<file path="src/rtl/bcd_share_sched.sv">
// Time-shared binary-to-BCD converter serving FIR, hour and minute channels.
// One double-dabble engine, round-robin grant, change-triggered plus refresh.
module bcd_share_sched #(
   parameter int REFRESH_CYCLES = 0
) (
   input  logic       clk,
   input  logic       rst_n,
   input  logic [7:0] fir_bin,
   input  logic [4:0] hh_bin,
   input  logic [5:0] mm_bin,
   output logic [3:0] fir_d2,
   output logic [3:0] fir_d1,
   output logic [3:0] fir_d0,
   output logic [3:0] hh_d1,
   output logic [3:0] hh_d0,
   output logic [3:0] mm_d1,
   output logic [3:0] mm_d0,
   output logic [2:0] upd_o,
   output logic       busy_o
);

   typedef enum logic [1:0] {
      S_IDLE,
      S_CONV,
      S_DONE
   } state_t;

   state_t      r_state;
   logic [1:0]  r_gnt;
   logic [1:0]  r_last;
   logic [2:0]  r_cnt;
   logic [19:0] r_sh;
   logic [7:0]  r_snap [3];
   logic [2:0]  r_force;

   logic [7:0]  w_val [3];
   logic [2:0]  w_pend;
   logic        w_any;
   logic [1:0]  w_c1;
   logic [1:0]  w_c2;
   logic [1:0]  w_sel;
   logic [11:0] w_adj;
   logic        w_wrap;

   assign w_val[0] = fir_bin;
   assign w_val[1] = {3'b000, hh_bin};
   assign w_val[2] = {2'b00, mm_bin};
   assign w_any    = |w_pend;

   // A channel needs service when its input left the snapshot or it is forced
   always_comb begin
      w_pend = 3'b000;
      for (int i = 0; i < 3; i++) begin
         w_pend[i] = (w_val[i] != r_snap[i]) | r_force[i];
      end
   end

   // Round-robin pick starting after the last granted channel
   always_comb begin
      w_c1 = (r_last == 2'd2) ? 2'd0 : r_last + 2'd1;
      w_c2 = (w_c1 == 2'd2) ? 2'd0 : w_c1 + 2'd1;
      if (w_pend[w_c1]) begin
         w_sel = w_c1;
      end else if (w_pend[w_c2]) begin
         w_sel = w_c2;
      end else begin
         w_sel = r_last;
      end
   end

   // Add-3 correction of every BCD nibble that is 5 or more
   always_comb begin
      w_adj = r_sh[19:8];
      for (int n = 0; n < 3; n++) begin
         if (r_sh[8+4*n +: 4] >= 4'd5) begin
            w_adj[4*n +: 4] = r_sh[8+4*n +: 4] + 4'd3;
         end
      end
   end

   generate
      if (REFRESH_CYCLES > 0) begin : g_ref
         localparam int RW = (REFRESH_CYCLES > 1) ? $clog2(REFRESH_CYCLES) : 1;
         logic [RW-1:0] r_rcnt;

         assign w_wrap = (r_rcnt == RW'(REFRESH_CYCLES - 1));

         // Free-running refresh period counter
         always_ff @(posedge clk or negedge rst_n) begin
            if (!rst_n) begin
               r_rcnt <= '0;
            end else if (w_wrap) begin
               r_rcnt <= '0;
            end else begin
               r_rcnt <= r_rcnt + 1'b1;
            end
         end
      end else begin : g_noref
         assign w_wrap = 1'b0;
      end
   endgenerate

   // Scheduler FSM: grant, eight shift-add-3 steps, write-back
   always_ff @(posedge clk or negedge rst_n) begin
      if (!rst_n) begin
         r_state <= S_IDLE;
         r_gnt   <= 2'd0;
         r_last  <= 2'd2;
         r_cnt   <= 3'd0;
         r_sh    <= 20'd0;
         r_snap  <= '{default: 8'h00};
         r_force <= 3'b111;
         fir_d2  <= 4'd0;
         fir_d1  <= 4'd0;
         fir_d0  <= 4'd0;
         hh_d1   <= 4'd0;
         hh_d0   <= 4'd0;
         mm_d1   <= 4'd0;
         mm_d0   <= 4'd0;
         upd_o   <= 3'b000;
         busy_o  <= 1'b0;
      end else begin
         upd_o <= 3'b000;
         unique case (r_state)
            S_IDLE: begin
               if (w_any) begin
                  r_gnt          <= w_sel;
                  r_last         <= w_sel;
                  r_snap[w_sel]  <= w_val[w_sel];
                  r_force[w_sel] <= 1'b0;
                  r_sh           <= {12'd0, w_val[w_sel]};
                  r_cnt          <= 3'd0;
                  busy_o         <= 1'b1;
                  r_state        <= S_CONV;
               end
            end
            S_CONV: begin
               r_sh <= {w_adj[10:0], r_sh[7:0], 1'b0};
               if (r_cnt == 3'd7) begin
                  r_state <= S_DONE;
               end else begin
                  r_cnt <= r_cnt + 3'd1;
               end
            end
            S_DONE: begin
               unique case (r_gnt)
                  2'd0: begin
                     fir_d2 <= r_sh[19:16];
                     fir_d1 <= r_sh[15:12];
                     fir_d0 <= r_sh[11:8];
                  end
                  2'd1: begin
                     hh_d1 <= r_sh[15:12];
                     hh_d0 <= r_sh[11:8];
                  end
                  default: begin
                     mm_d1 <= r_sh[15:12];
                     mm_d0 <= r_sh[11:8];
                  end
               endcase
               upd_o   <= 3'b001 << r_gnt;
               busy_o  <= 1'b0;
               r_state <= S_IDLE;
            end
            default: r_state <= S_IDLE;
         endcase
         if (w_wrap) begin
            r_force <= 3'b111;
         end
      end
   end

endmodule

</file>
<file path="config.mk">
export PLATFORM = sky130hd
export DESIGN_NAME = bcd_share_sched
export DESIGN_NICKNAME = d
export VERILOG_FILES = /design/src/rtl/bcd_share_sched.sv
export SDC_FILE = /design/constraint.sdc
export NUM_CORES = 1
export LEC_CHECK = 0
export CAP_MARGIN = 20
export CORE_ASPECT_RATIO = 1.75
export CORE_MARGIN = 8
export CORE_UTILIZATION = 35
export CTS_CLUSTER_DIAMETER = 40
export DETAILED_ROUTE_END_ITERATION = 7
export PLACE_DENSITY = 0.51
export SYNTH_ARGS = -nofsm -noshare
export SYNTH_HDL_FRONTEND = slang
export SYNTH_SLANG_ARGS = --single-unit
</file>
<file path="constraint.sdc">
create_clock -name clk -period 3.3 [get_ports clk]
set_input_delay 0.99 -clock clk [delete_from_list [all_inputs] [get_ports clk]]
set_output_delay 0.99 -clock clk [all_outputs]
set_load 0.1 [all_outputs]
</file>
==> impl_metrics.ini, run 1 <==
[pwr]
leakagePower_nw = 2.43
p_sw_mw = 2.45
power_density_nw_per_um2 = 1060
total_power_mw = 5.38
clkPwrFrac_pct = 17.6
power.internal_mw = 2.93
combPwrFrac_pct = 49.2
peakVddDrop_v = 0.000554
switching_share_pct = 45.5
power_frac_seq_pct = 33.2

[yosys]
synth_edf_count = 0
synth.most_common_cell = dfrtp_1
syn_nets = 372
ys.flop_type = dfrtp_1
yosys_warnings = 0
synthArstFlopShare_pct = 100
ys_top_cells_by_area = dfrtp_1, mux2_2, xnor2_1
yosysTopAreaCellShare_pct = 51.6
synth_area_per_cell_um2 = 11.7
synthTopCellsByCount = dfrtp_1, nand2_1, mux2_2, o21ai_0, xnor2_1
ys_seq_elements = 87
syn_area_um2 = 4030
synth_cell_types = 44
ys_seq_area_share_pct = 54.2
synth_top_area_cell = dfrtp_1
synth_cells = 343

[route]
vias = 2789
dr.pass1.iters = 4
drtIter0Drc = 85
ant_nets = 0
wl_mm = 9.41
drt-vias-per-instance = 4.95
routedWlPerCell_um = 16.7
drc = 0

[sta]
max_freq_mhz = 310
finalClockSkew_ns = 0.00684
hold_viol = 0
setup_violations = 0
relSlewSlack_pct = 50.6
min_period_ns = 3.23
rsz0062_at_grt = false
timing.hold.ws_ns = 0.480
slew_viol_final = 0
worstMarginPinSlew_ns = 0.737
period_share_pct = 97.8

[placement]
dp_cells = 547
io_buffer_count = 52
hpwl_mm = 7.16
place_area_um2 = 4800
gp_congestion = 0.832

[floorplanning]
core_um2 = 11400
die_y_um = 158
io_pins = 53
die-width_um = 97.1
start_util_pct = 35.4
die_area_um2 = 15300
core.rowCount = 52

[setup_path]
required_ns = 3.52
start_kind = input port
crit_type = in -> reg
cp.arrival_ns = 3.44
path_max_fanout = 9
end_kind = flop
slowest_stage = or4_4
path_cells = clkdlybuf4s50_1, xnor2_1, nand3_1, or4_4, buf_4, a22oi_4, nand2_4, nand3_4, mux2_2
cpPeakStageDelay_ns = 0.55
cp_num_buf_inv = 2
critPathTopFamily = simple AND/OR/NAND/NOR gates

[min_path]
hp-class = reg -> reg

[cells_and_area]
layout.nets = 452
diodes = 0
final-instance-count-excl-fill = 563
final_cell_area_um2 = 5080
syn2layout_area_growth_pct = 26.2
layout-drive-gt1-share_pct = 29.4
fillers = 1083

[cts]
htreeDepth = 3
hold_buffers = 0
clockBufferDepth = 2
numCtsBuffers = 9
clk_latency_ns = 0.34
cts_tree = built
cts.clk_slew.worst_paths_ns = 0.06
root_buffer = clkbuf_16
cts.sinks = 87

[job]
cap_violations = 0

[global_route]
grt-ovfl-total = 0
grt_pass1_vias = 3074
antenna_found_initial = 0
grt_pass1_wl_mm = 15.5
grtUsageTotal_pct = 12.9
grt_max_degree = 51

[run_status]
status = finished clean
-- layer usage --
| layer | part of all wire (%) | routed length, µm | vias to the layer above | global-route usage [%] |
|---|---|---|---|---|
| met5 | 0 | 0 | - | 0 |
| li1 | - | - | 1343 | - |
| met3 | 4.2 | 399 | 17 | 3.32 |
| met2 | 56 | 5250 | 52 | 24.0 |
| met4 | 3.0 | 280 | 0 | 6.85 |
| met1 | 37 | 3480 | 1377 | 12.8 |
-- cells by family (layout without fill, tap and decap cells) --
| group | after synthesis | in the layout | synth area share [%] |
|---|---|---|---|
| and+or+nand+nor | 96 | 96 | 12.6 |
| DFF | 87 | 87 | 54.2 |
| muxes | 54 | 54 | 14.8 |
| AOI/OAI and AO/OA | 53 | 53 | 8.33 |
| buffers and inverters | 23 | 108 | 2.83 |
| xor gates and xnor gates | 22 | 22 | 4.78 |
| adders and majority gates | 8 | 8 | 2.49 |
-- worst register-to-register path, delay by kind of cell (launching register included) --
family                 cells  cell delay, ns
flip-flops                 1            0.40
buffers and inverters      1            0.16
AO/OA/AOI/OAI              1            0.22
multiplexers               1            0.36
AND/OR/NAND/NOR            4            1.08
XOR/XNOR                   1            0.17
-- layout make-up --
| type | instances | area [µm²] | area share, % |
|---|---|---|---|
| clock inverters | 4 | 30.0 | 0.591 |
| flip-flops and latches | 87 | 2180 | 42.9 |
| clock buffers | 12 | 246 | 4.85 |
| repair buffers | 81 | 668 | 13.1 |
| well taps | 135 | 169 | 3.32 |
| multi-input cells | 233 | 1740 | 34.3 |
| inverters | 11 | 41.3 | 0.813 |
-- layout by cell type, fill, tap and decap left out, drive strengths merged, types with 6 or more instances in the layout --
cell type and instances:
mux2i 10, dfrtp 83, nand3 7, nor3 7, clkdlybuf4s50 19, nor2 16, a21o 6, clkbuf 12
xnor2 17, buf 62, o22ai 8, and2 10, ha 8, inv 12, mux2 44, nand2 38
a21oi 10, o21ai 23
-- through the flow --
step	setup WS, ns	utilization (%)	setup TNS, ns
finish	0.0739	44.6	0
global route	0.00964	44.6	0
CTS	0.0564	44.6	0
detailed placement	-0.377	42.1	-10.17
global placement	-0.332	42.1	-9.11
floorplan	0.376	-	0
-- flip-flops by register name (all words and copies together) (netlist names) --
signal   cells
r_force      3
hh_d1        4
r_sh        20
r_gnt        2
r_cnt        3
upd_o        3
r_state      2
mm_d1        4
fir_d0       4
mm_d0        4
r_snap      24
fir_d2       4
r_last       1
hh_d0        4
busy_o       1
fir_d1       4
-- power groups by stage --
stage          clock, mW  sequential (mW)  combinational, mW
2_1_floorplan          0             2.52               1.20
3_3_place_gp           0             1.80               2.63
3_5_place_dp           0             1.81               2.67
4_1_cts            0.980             1.79               2.68
5_1_grt             1.03             1.84               2.84
6_report           0.949             1.78               2.65
-- worst paths after layout --
check	from	to	slack, ns	cells past startpoint
min in group asynchronous	rst_n	upd_o[1]	0.62	1
worst min register to register	mm_d1[0]	mm_d1[0]	0.48	2
worst max-delay path	fir_bin[7]	r_snap[16]	0.07	9
worst max register to register	r_snap[23]	r_snap[16]	0.79	8
max in group asynchronous	rst_n	r_force[0]	1.97	2
worst min-delay path	mm_d1[0]	mm_d1[0]	0.48	2
-- timing repair --
item | 4_1_cts | 5_1_grt
endpoints found under the hold margin | 0 | 0
setup endpoints to repair | 7 | 0
gates resized for setup | 1 | 0
setup buffers | 0 | 0
Power figures use the tool's default switching activity.
==> run 2, diff against run 1 <==
HOLD_SLACK_MARGIN = 0.06   (was unset)
==> results of run 2 <==
Same layout as run 1: the final DEF is identical, and so are final timing and power.
==> run 3, diff against run 2 <==
CTS_BUF_LIST = sky130_fd_sc_hd__clkbuf_4   (was unset)
==> run 3 against run 2 <==
Register-to-register slack got worse by 0.08 ns. Largest power group unchanged. Setup slack improved by 0.039 ns. Clock power fell by 43%. Non-clock buffer count did not move. Critical path depth did not move. Design area fell by 3.3%. Wire length rose by 0.52%.
==> impl_metrics.ini, run 3 (same netlist as run 1, synthesis figures left out) <==
[run_status]
status = finished clean

[route]
drtIter0Drc = 70
wl_mm = 9.46
vias = 2783
ant_nets = 0
dr.pass1.iters = 5
drt-vias-per-instance = 4.93
routedWlPerCell_um = 16.8
drc = 0

[sta]
period_share_pct = 96.6
hold_viol = 0
timing.hold.ws_ns = 0.495
setup-tns-final_ns = 0
worstMarginPinSlew_ns = 0.752
slew_viol_final = 0
relSlewSlack_pct = 49.6
min_period_ns = 3.19
max_freq_mhz = 314
setup_violations = 0
rsz0062_at_grt = false
finalClockSkew_ns = 0.0190

[floorplanning]
die_area_um2 = 15300
start_util_pct = 35.4
io_pins = 53
die_y_um = 158
core_um2 = 11400
core.rowCount = 52
die-width_um = 97.1

[cells_and_area]
top_regs = r_snap x24, r_sh x20
final_cell_area_um2 = 4920
top_register = r_snap
layout.nets = 452
final-instance-count-excl-fill = 564
layout_commonest_cell = dfrtp_1
final_core_util_pct = 43.2
final_cell_mix = dfrtp_1, buf_4, nand2_1, mux2_2, o21ai_0
largest_reg_flops = 24
layout-drive-gt1-share_pct = 29.7
syn2layout_area_growth_pct = 22.1

[pwr]
peakVddDrop_v = 0.000552
power_density_nw_per_um2 = 1010
leakagePower_nw = 2.36

[cts]
postCtsSetupBuffers = 0
root_buffer = clkbuf_4
clk_latency_ns = 0.44
numCtsBuffers = 9
hold_buffers = 0
clockBufferDepth = 2
cts.sinks = 87
cts_tree = built
cts_resized = 0
htreeDepth = 3
cts.clk_slew.worst_paths_ns = 0.15

[placement]
dp_cells = 547
place_area_um2 = 4800
hpwl_mm = 7.16
gp_congestion = 0.832
io_buffer_count = 52

[global_route]
grt-ovfl-total = 0
grt_pass1_vias = 3088
grt_max_degree = 51
grtUsageTotal_pct = 12.8
grt_pass1_wl_mm = 15.5
antenna_found_initial = 1

[setup_path]
crit_type = in -> reg
end_kind = flop
rr_worst_depth = 8
path_max_fanout = 9
start_kind = input port
required_ns = 3.63
r2r_slack_ns = 0.71
cp.arrival_ns = 3.52

[min_path]
hp-class = in -> async

[job]
cap_violations = 0
==> run 3: changes by cell type in the layout (fill, tap and decap cells not counted), sizes merged <==
cell | previous run | this run
diode | 0 | 1
clkinv | 2 | 3
clkbuf | 12 | 11
==> run 3: area by class of cell <==
cell class              instances  area, µm²
diodes                          1       2.50
clock buffers                  11       82.6
clock inverters                 5       33.8
fillers                      1102       6470
inverters                      11       41.3
multi-input cells             233       1740
flip-flops and latches         87       2180
well taps                     135        169
repair buffers                 81        668
==> run 3: worst max-delay path, stage by stage <==
cell	delay, ns
clkdlybuf4s50_1	0.50
xnor2_1	0.13
nand3_1	0.17
or4_4	0.55
buf_4	0.16
a22oi_4	0.22
nand2_4	0.14
nand3_2	0.27
mux2_2	0.38
==> run 3: path summary, 6_finish.rpt <==
check,to,from
worst max-delay path,r_snap[16],fir_bin[7]
worst min-delay path,upd_o[1],rst_n
worst max register to register,r_snap[16],r_snap[23]
worst min register to register,mm_d1[0],mm_d1[0]
max in group asynchronous,r_force[0],rst_n
min in group clk,mm_d1[0],mm_d1[0]
==> run 3: where the power goes <==
| group | switching [mW] | internal, mW |
|---|---|---|
| clock network | 0.369 | 0.173 |
| logic | 1.71 | 0.929 |
| registers | 0.319 | 1.46 |
| total | 2.39 | 2.56 |
==> run 3: stage by stage <==
step | total power, mW | setup slack (ns)
5_1_grt | 5.29 | 0.0691
3_3_place_gp | 4.43 | -0.332
3_5_place_dp | 4.48 | -0.377
4_1_cts | 5.03 | 0.113
2_1_floorplan | 3.72 | 0.376
6_report | 4.96 | 0.113
==> run 3: metal layers <==
layer | global-route usage (%) | vias up | share of wire, %
met4 | 6.26 | 0 | 2.7
li1 | - | 1342 | -
met2 | 24.1 | 47 | 56
met1 | 12.7 | 1382 | 38
met3 | 3.32 | 12 | 3.7
met5 | 0 | - | 0
